<file path="src/rtl/rf_block_transfer_sequencer.sv">
// Block load/store sequencer: walks a 16-bit register list. Each cycle it issues
// one register-file access and one memory access, then optionally writes the
// final address back to the base register.
module rf_block_transfer_sequencer #(
  parameter int unsigned DATA_W     = 32,
  parameter int unsigned WORD_BYTES = 4
) (
  input  logic              CLK,
  input  logic              RST,
  input  logic              start,
  input  logic              is_load,
  input  logic              up,
  input  logic              pre,
  input  logic              wback,
  input  logic [3:0]        base_reg,
  input  logic [15:0]       reg_list,
  input  logic [DATA_W-1:0] base_val,
  input  logic [DATA_W-1:0] mem_rdata,
  input  logic [DATA_W-1:0] rf_pd,
  output logic              busy,
  output logic              done,
  output logic [3:0]        rf_c,
  output logic [DATA_W-1:0] rf_pw,
  output logic              rf_ld,
  output logic [3:0]        rf_sd,
  output logic              hz_pcld,
  output logic              mem_en,
  output logic              mem_rw,
  output logic [DATA_W-1:0] mem_addr,
  output logic [DATA_W-1:0] mem_wdata
);

  localparam logic [DATA_W-1:0] STEP   = DATA_W'(WORD_BYTES);
  localparam logic [3:0]        PC_REG = 4'd15;

  typedef enum logic [1:0] {
    S_IDLE = 2'd0,
    S_XFER = 2'd1,
    S_WB   = 2'd2,
    S_DONE = 2'd3
  } state_t;

  state_t state;
  state_t state_nxt;

  // latched operands and walking state
  logic [15:0]       mask_q;
  logic [DATA_W-1:0] addr_q;
  logic [DATA_W-1:0] final_q;
  logic              load_q;
  logic              wb_q;
  logic [3:0]        base_q;

  // values derived from the start operands
  logic [4:0]        list_cnt;
  logic [DATA_W-1:0] span;
  logic [DATA_W-1:0] first_addr;
  logic [DATA_W-1:0] final_nxt;
  logic              wb_nxt;

  // values derived from the walking mask
  logic [3:0]        cur_idx;
  logic              last_bit;

  function automatic logic [4:0] popcount16(input logic [15:0] v);
    logic [4:0] cnt;
    cnt = 5'd0;
    for (int i = 0; i < 16; i++) begin
      cnt = cnt + {4'd0, v[i]};
    end
    return cnt;
  endfunction

  function automatic logic [3:0] lowest_idx(input logic [15:0] v);
    logic [3:0] idx;
    idx = 4'd0;
    for (int i = 15; i >= 0; i--) begin
      if (v[i]) idx = 4'(i);
    end
    return idx;
  endfunction

  // Memory write data always mirrors the register file store port.
  assign mem_wdata = rf_pd;

  // Start-time address arithmetic; the lowest register always gets the lowest address.
  always_comb begin
    list_cnt  = popcount16(reg_list);
    span      = DATA_W'(list_cnt) * STEP;
    final_nxt = up ? (base_val + span) : (base_val - span);
    case ({up, pre})
      2'b11:   first_addr = base_val + STEP;
      2'b10:   first_addr = base_val;
      2'b01:   first_addr = base_val - span;
      default: first_addr = base_val - span + STEP;
    endcase
    // A loaded base register takes precedence over the writeback value.
    wb_nxt = wback & ~(is_load & reg_list[base_reg]);
  end

  // Current register index and end-of-list detection.
  always_comb begin
    cur_idx  = lowest_idx(mask_q);
    last_bit = ((mask_q & (mask_q - 16'd1)) == 16'd0);
  end

  // State register.
  always_ff @(posedge CLK or posedge RST) begin
    if (RST) state <= S_IDLE;
    else     state <= state_nxt;
  end

  // Next-state logic; start is only honoured in IDLE.
  always_comb begin
    state_nxt = state;
    case (state)
      S_IDLE: begin
        if (start) state_nxt = (list_cnt == 5'd0) ? S_DONE : S_XFER;
      end
      S_XFER: begin
        if (last_bit) state_nxt = wb_q ? S_WB : S_DONE;
      end
      S_WB:    state_nxt = S_DONE;
      S_DONE:  state_nxt = S_IDLE;
      default: state_nxt = S_IDLE;
    endcase
  end

  // Operand capture on start, then walk the mask and address one word per transfer.
  always_ff @(posedge CLK or posedge RST) begin
    if (RST) begin
      mask_q  <= 16'd0;
      addr_q  <= '0;
      final_q <= '0;
      load_q  <= 1'b0;
      wb_q    <= 1'b0;
      base_q  <= 4'd0;
    end else if ((state == S_IDLE) && start) begin
      mask_q  <= reg_list;
      addr_q  <= first_addr;
      final_q <= final_nxt;
      load_q  <= is_load;
      wb_q    <= wb_nxt;
      base_q  <= base_reg;
    end else if (state == S_XFER) begin
      mask_q  <= mask_q & (mask_q - 16'd1);
      addr_q  <= addr_q + STEP;
    end
  end

  // Output decode from state and registers; load data passes straight from memory.
  always_comb begin
    busy     = 1'b0;
    done     = 1'b0;
    rf_c     = 4'd0;
    rf_pw    = '0;
    rf_ld    = 1'b0;
    rf_sd    = 4'd0;
    mem_en   = 1'b0;
    mem_rw   = 1'b0;
    mem_addr = '0;
    case (state)
      S_XFER: begin
        busy     = 1'b1;
        mem_en   = 1'b1;
        mem_addr = addr_q;
        if (load_q) begin
          rf_c  = cur_idx;
          rf_pw = mem_rdata;
          rf_ld = 1'b1;
        end else begin
          mem_rw = 1'b1;
          rf_sd  = cur_idx;
        end
      end
      S_WB: begin
        busy  = 1'b1;
        rf_c  = base_q;
        rf_pw = final_q;
        rf_ld = 1'b1;
      end
      S_DONE: begin
        busy = 1'b1;
        done = 1'b1;
      end
      default: ;
    endcase
    // PC only loads when idle or when the PC itself is the RF write target.
    hz_pcld = (state == S_IDLE) | (rf_ld & (rf_c == PC_REG));
  end

endmodule
</file>
<file path="config.mk">
export PLATFORM = sky130hd
export DESIGN_NAME = rf_block_transfer_sequencer
export DESIGN_NICKNAME = d
export VERILOG_FILES = /design/src/rtl/rf_block_transfer_sequencer.sv
export SDC_FILE = /design/constraint.sdc
export NUM_CORES = 1
export LEC_CHECK = 0
export CORE_MARGIN = 2
export CORE_UTILIZATION = 40
export DETAILED_ROUTE_END_ITERATION = 8
export PLACE_DENSITY_LB_ADDON = 0.1
export SLEW_MARGIN = 10
export SYNTH_ARGS = -nofsm -noshare
export SYNTH_HDL_FRONTEND = slang
export SYNTH_SLANG_ARGS = --single-unit
</file>
<file path="constraint.sdc">
create_clock -name CLK -period 3.3 [get_ports CLK]
set_input_delay 0.66 -clock CLK [delete_from_list [all_inputs] [get_ports CLK]]
set_output_delay 0.66 -clock CLK [all_outputs]
set_load 0.02 [all_outputs]
</file>
[After elaboration in Yosys (flattened, before gate mapping)]
Cells that the tools add are included.
Word-level totals
  flip-flop bits (word level): 88
  bits of input ports: 123
  output and inout bits: 110
Cells by class
  add/subtract/negate cells: 21
  magnitude comparators: 1
  equal/unequal tests: 9
  muxes and demuxes: 43
  bitwise gates (word level): 6
  reduce and logical (&&, ||, !) cells: 7
Operators by type and width (count)
  2-to-1 mux 32 bit: 5
  adder 32 x 3 -> 32 bit (second input constant): 3
  one-hot mux 32 bit (3 select lines): 1
  2-to-1 mux 4 bit: 19
  one-hot mux 32 bit (2 select lines): 1
  adder 5 x 1 -> 5 bit: 11
  adder 32 x 7 -> 32 bit: 1
  2-to-1 mux 16 bit: 2
  subtractor 32 x 7 -> 32 bit: 1
  AND 16 bit: 1
  logical NOT 16 bit: 1
  subtractor 16 x 1 -> 16 bit (second input constant): 1
  equality test 2 bit (second input constant): 4
  2-to-1 mux 1 bit: 8
  one-hot mux 2 bit (4 select lines): 1
  one-hot mux 4 bit (2 select lines): 1
  2-to-1 mux 2 bit: 3
  adder 4 x 1 -> 5 bit: 1
  logical NOT 5 bit: 1
  < comparator 4 x 5 -> 1 bit (second input constant): 1
  adder 3 x 1 -> 4 bit: 1
  binary-select mux 1 bit (select 4 bit): 1
  equality test 2 x 1 -> 1 bit (second input constant): 2
  equality test 4 bit (second input constant): 1
  12 further kinds: 15

[Longest topological paths before layout]
  depth in word-level cells: 21
  mapped depth: 27
  mapped depth without buffers: 24

[Least setup slack after synthesis]
Ideal clock, no wire load.
  path kind: input-to-reg
  start point: input port reg_list[5]
  end point: register addr_q[30]
  library setup time: 0.132 ns
  arrival time: 6.473 ns
  required time: 3.168 ns
  setup slack: -3.305 ns
  stages: 23
  buffers on the path: 1
  cell sequence: inv_1 > fa_1 > inv_1 > fa_1 > fa_1 > inv_1 > fa_1 > inv_1 > ha_1 > inv_1 > fa_1 > xnor2_1 > ha_1 > clkbuf_1 > or4b_1 > a31oi_1 > nor2_1 > xnor2_1 > nor4_2 > nand4_1 > nor3_1 > nor3b_1 > or3b_1
Between the ends
  cells in the longest elaborated chain, start to end: 15
Ends and longest elaborated chain
  start, declared: RTL line 16  | input logic [15:0] reg_list,
  adder 5 x 1 -> 5 bit * (11 in a row): RTL line 69  | cnt = cnt + {4'd0, v[i]};
  subtractor 32 x 7 -> 32 bit *: RTL line 94, 95
  adder 32 x 3 -> 32 bit: RTL line 95  | default: first_addr = base_val - span + STEP;
  one-hot mux 32 bit (3 select lines) *: RTL line 91  | case ({up, pre})
  2-to-1 mux 32 bit *: RTL line 138  | end else if ((state == S_IDLE) && start) begin
  end signal, assigned: RTL line 140  | addr_q <= first_addr;
  end signal, assigned: RTL line 147  | addr_q <= addr_q + STEP;
  end, declared: RTL line 48  | logic [DATA_W-1:0] addr_q;
Mark *: on every way between the ends. The rest lies on a longest branch, timed or not.
A chain may end at the register's enable or synchronous reset.

[Final worst setup path]
  start point: input port reg_list[9]
  end point: register mask_q[9]
Between the ends
  cells in the longest elaborated chain, start to end: 1
Ends and longest elaborated chain
  2-to-1 mux 16 bit: RTL line 138
  end signal, assigned: RTL line 139  | mask_q <= reg_list;
  end signal, assigned: RTL line 146  | mask_q <= mask_q & (mask_q - 16'd1);
  end, declared: RTL line 47  | logic [15:0] mask_q;
No other way between the ends.

==> impl_metrics.toml <==
[place]
io_buffers = 168
hpwl_microns = 29400
preCtsSetupSlack_ns = -3.89
placed_cells = 1887
gp_congestion = 0.959

[drt]
dr.pass1.iters = 5
vias_per_cell = 5.59
detail-route-antenna-nets = 0
vias = 11168
postRouteWirelength_microns = 40600
initialDrtViolationCount = 1031
drc = 0
wire_per_inst_microns = 20.3

[timing]
period_share_pct = 197
drv_slew = 0
fmax_mhz = 153
setup_viol = 62
hold_violations = 0
tightest_slew_ns = 0.776
fin_skew_ns = 0.0101
relSlewSlack_pct = 48.3
rsz0062_at_grt = "true"
fin_crit_ns = 6.52
setup_slack_ns = -3.22

[clocking]
holdBufCountCts = 0
cts_tree = "built"
clkLatencyLatePin_ns = 0.35
cts-root-buf = "clkbuf_16"
cts-buffers-inserted = 9
cts_sinks = 88
cts_buffer_depth = 2
clk_pin_slew_ns = 0.07
h-tree-depth = 3

[cells_and_area]
area_delta_synth_final_pct = 70.0
antennaDiodeCount = 0
nets = 1836
layout_common_cells = "buf_4, clkdlybuf4s50_1, nand2_1, nor2_1, dfrtp_1"
final_common_cell = "buf_4"
drive_gt1_share_pct = 39.5
fillers = 1879
seq_area_sq_mm = 0.00220
finish.utilization_pct = 68.5
instances_no_fill = 1999
multiInputGateArea_sq_mm = 0.00796

[logic_synthesis]
synth.area.top_cells = "dfrtp_1, nand2_1, xnor2_1"
synth_ff_type = "dfrtp_1"
yosysWarnings = 0
synthesis.nets = 1411
synth_edf_count = 0
ys_ff_latch = 88
yosysTopAreaCellShare_pct = 23.5
netlist_instances = 1250
synthArstFlopShare_pct = 100
synth_cell_types = 81
netlist_area_sq_mm = 0.00937
synth.largest_area_cell = "dfrtp_1"
ys_seq_area_share_pct = 23.5
synth_area_per_cell_sq_um = 7.50

[critical_path]
crit_required_ns = 3.57
startpoint_type = "input pin"
crit_family = "buffers and inverters"
cp_slowest_cell = "buf_4"
path_max_fanout = 2
cp_num_buf_inv = 50
cp-end-kind = "register"
crit_type = "in -> reg"
crit_top_cell = "buf_4"
crit_path_max_incr_delay_ns = 0.14
arrival_ns = 6.79

[floorplanning]
pin_count = 233
dieHeight_microns = 157
initial_core_util_pct = 40.3
core_area_sq_mm = 0.0233
die_x_microns = 157
num_rows = 56
dieArea_sq_mm = 0.0247

[grt]
grt_pass1_wl_microns = 60500
grt_antenna_before_repair = 1
track_usage_pct = 32.0
grt_overflow = 0
grt_pass1_vias = 10544
grt_max_degree = 70

[min_path]
hold_class = "reg -> reg"

[outcome]
violations = "negative setup slack"
outcome = "complete, but fails checks"

[power_and_ir_drop]
ir_drop_mv = 0.590
p_leak_uw = 0.00685
powerDensity_mw_per_mm2 = 824

[flow_run]
cap_violations = 0
per-stage QoR:
stage	hold WS (ns)	TNS (ns)	total power, uW	instance area (sq um)
after CTS	0.474	-139.11	12100	15100
final	0.468	-149.56	13100	15900
after detailed placement	0.456	-193.16	9740	13300
after floorplan	0.438	-127.80	6560	9890
after global routing	0.504	-155.99	13900	15900
after global placement	0.452	-189.03	9650	13300
worst min-delay path: cells and delay by family, from the launching register on:
family	cells	cell delay, ns
DFF	1	0.34
and+or+nand+nor	2	0.10
where the power goes:
part / switching [uW] / internal (uW) / leakage [uW]
registers: 541 / 1600 / 0.00106
clock network: 481 / 618 / 0.000147
logic: 4990 / 4890 / 0.00564
total: 6010 / 7110 / 0.00685
kinds of logic after synthesis:
family	share of synthesized area [%]
XOR/XNOR	9.44
flip-flops	23.5
buffers and inverters	10.0
AO/OA/AOI/OAI	21.3
multiplexers	1.96
adder cells (fa/ha/maj)	6.46
AND/OR/NAND/NOR	27.4
path summary, 6_finish.rpt:
check	start	to	slack (ns)	depth (start not counted)
max	reg_list[9]	mask_q[9]$_DFFE_PP0N_	-3.22	51
min	addr_q[0]$_DFFE_PP0P_	addr_q[0]$_DFFE_PP0P_	0.47	2
max reg2reg	mask_q[1]$_DFFE_PP0N_	state[0]$_DFFE_PP0P_	0.55	9
min reg2reg	addr_q[0]$_DFFE_PP0P_	addr_q[0]$_DFFE_PP0P_	0.47	2
max in group asynchronous	RST	addr_q[12]$_DFFE_PP0N_	1.86	3
min in group asynchronous	RST	mask_q[13]$_DFFE_PP0N_	0.65	2
sequential cells by signal (all words and copies together), names as in the netlist:
register,cells
addr_q,32
base_q,4
final_q,32
load_q,1
mask_q,16
state,2
wb_q,1
timing repair:
action,CTS,global route
gates resized for setup,271,139
setup buffers,81,35
setup endpoints to repair,69,89
hold endpoints to repair,0,0
pin swaps,110,98
synth_stat cells, drive strengths merged, types with 6 or more instances:
library cell	n
nand2	153
nor2	116
o21ai	99
dfrtp	88
a21oi	62
clkbuf	62
inv	62
xnor2	59
buf	57
nand3	42
nor3	42
xor2	42
and2	40
a22oi	38
ha	26
nor4	19
or3	17
a31oi	13
nand4	13
o211ai	13
fa	12
o22ai	12
o31ai	12
and3	11
nor2b	9
a211oi	8
a21o	8
or4	8
a221oi	7
nand2b	7
mux2i	6
or2	6
cell type report:
| cell class | instances | share of cell area [%] |
|---|---|---|
| well taps | 319 | 2.51 |
| clock inverters | 6 | 0.464 |
| clock buffers | 10 | 1.50 |
| flip-flops and latches | 88 | 13.8 |
| inverters | 64 | 1.58 |
| multi-input cells | 978 | 50.0 |
| repair buffers | 534 | 30.1 |
routing by layer:
metal	GRT usage, %	vias to the layer above	part of all wire (%)
met2	49.5	468	45
met5	0	-	0.032
met1	44.4	5372	44
met4	10.7	2	3.3
li1	-	5240	-
met3	6.88	86	7.3
Power figures use the tool's default switching activity.
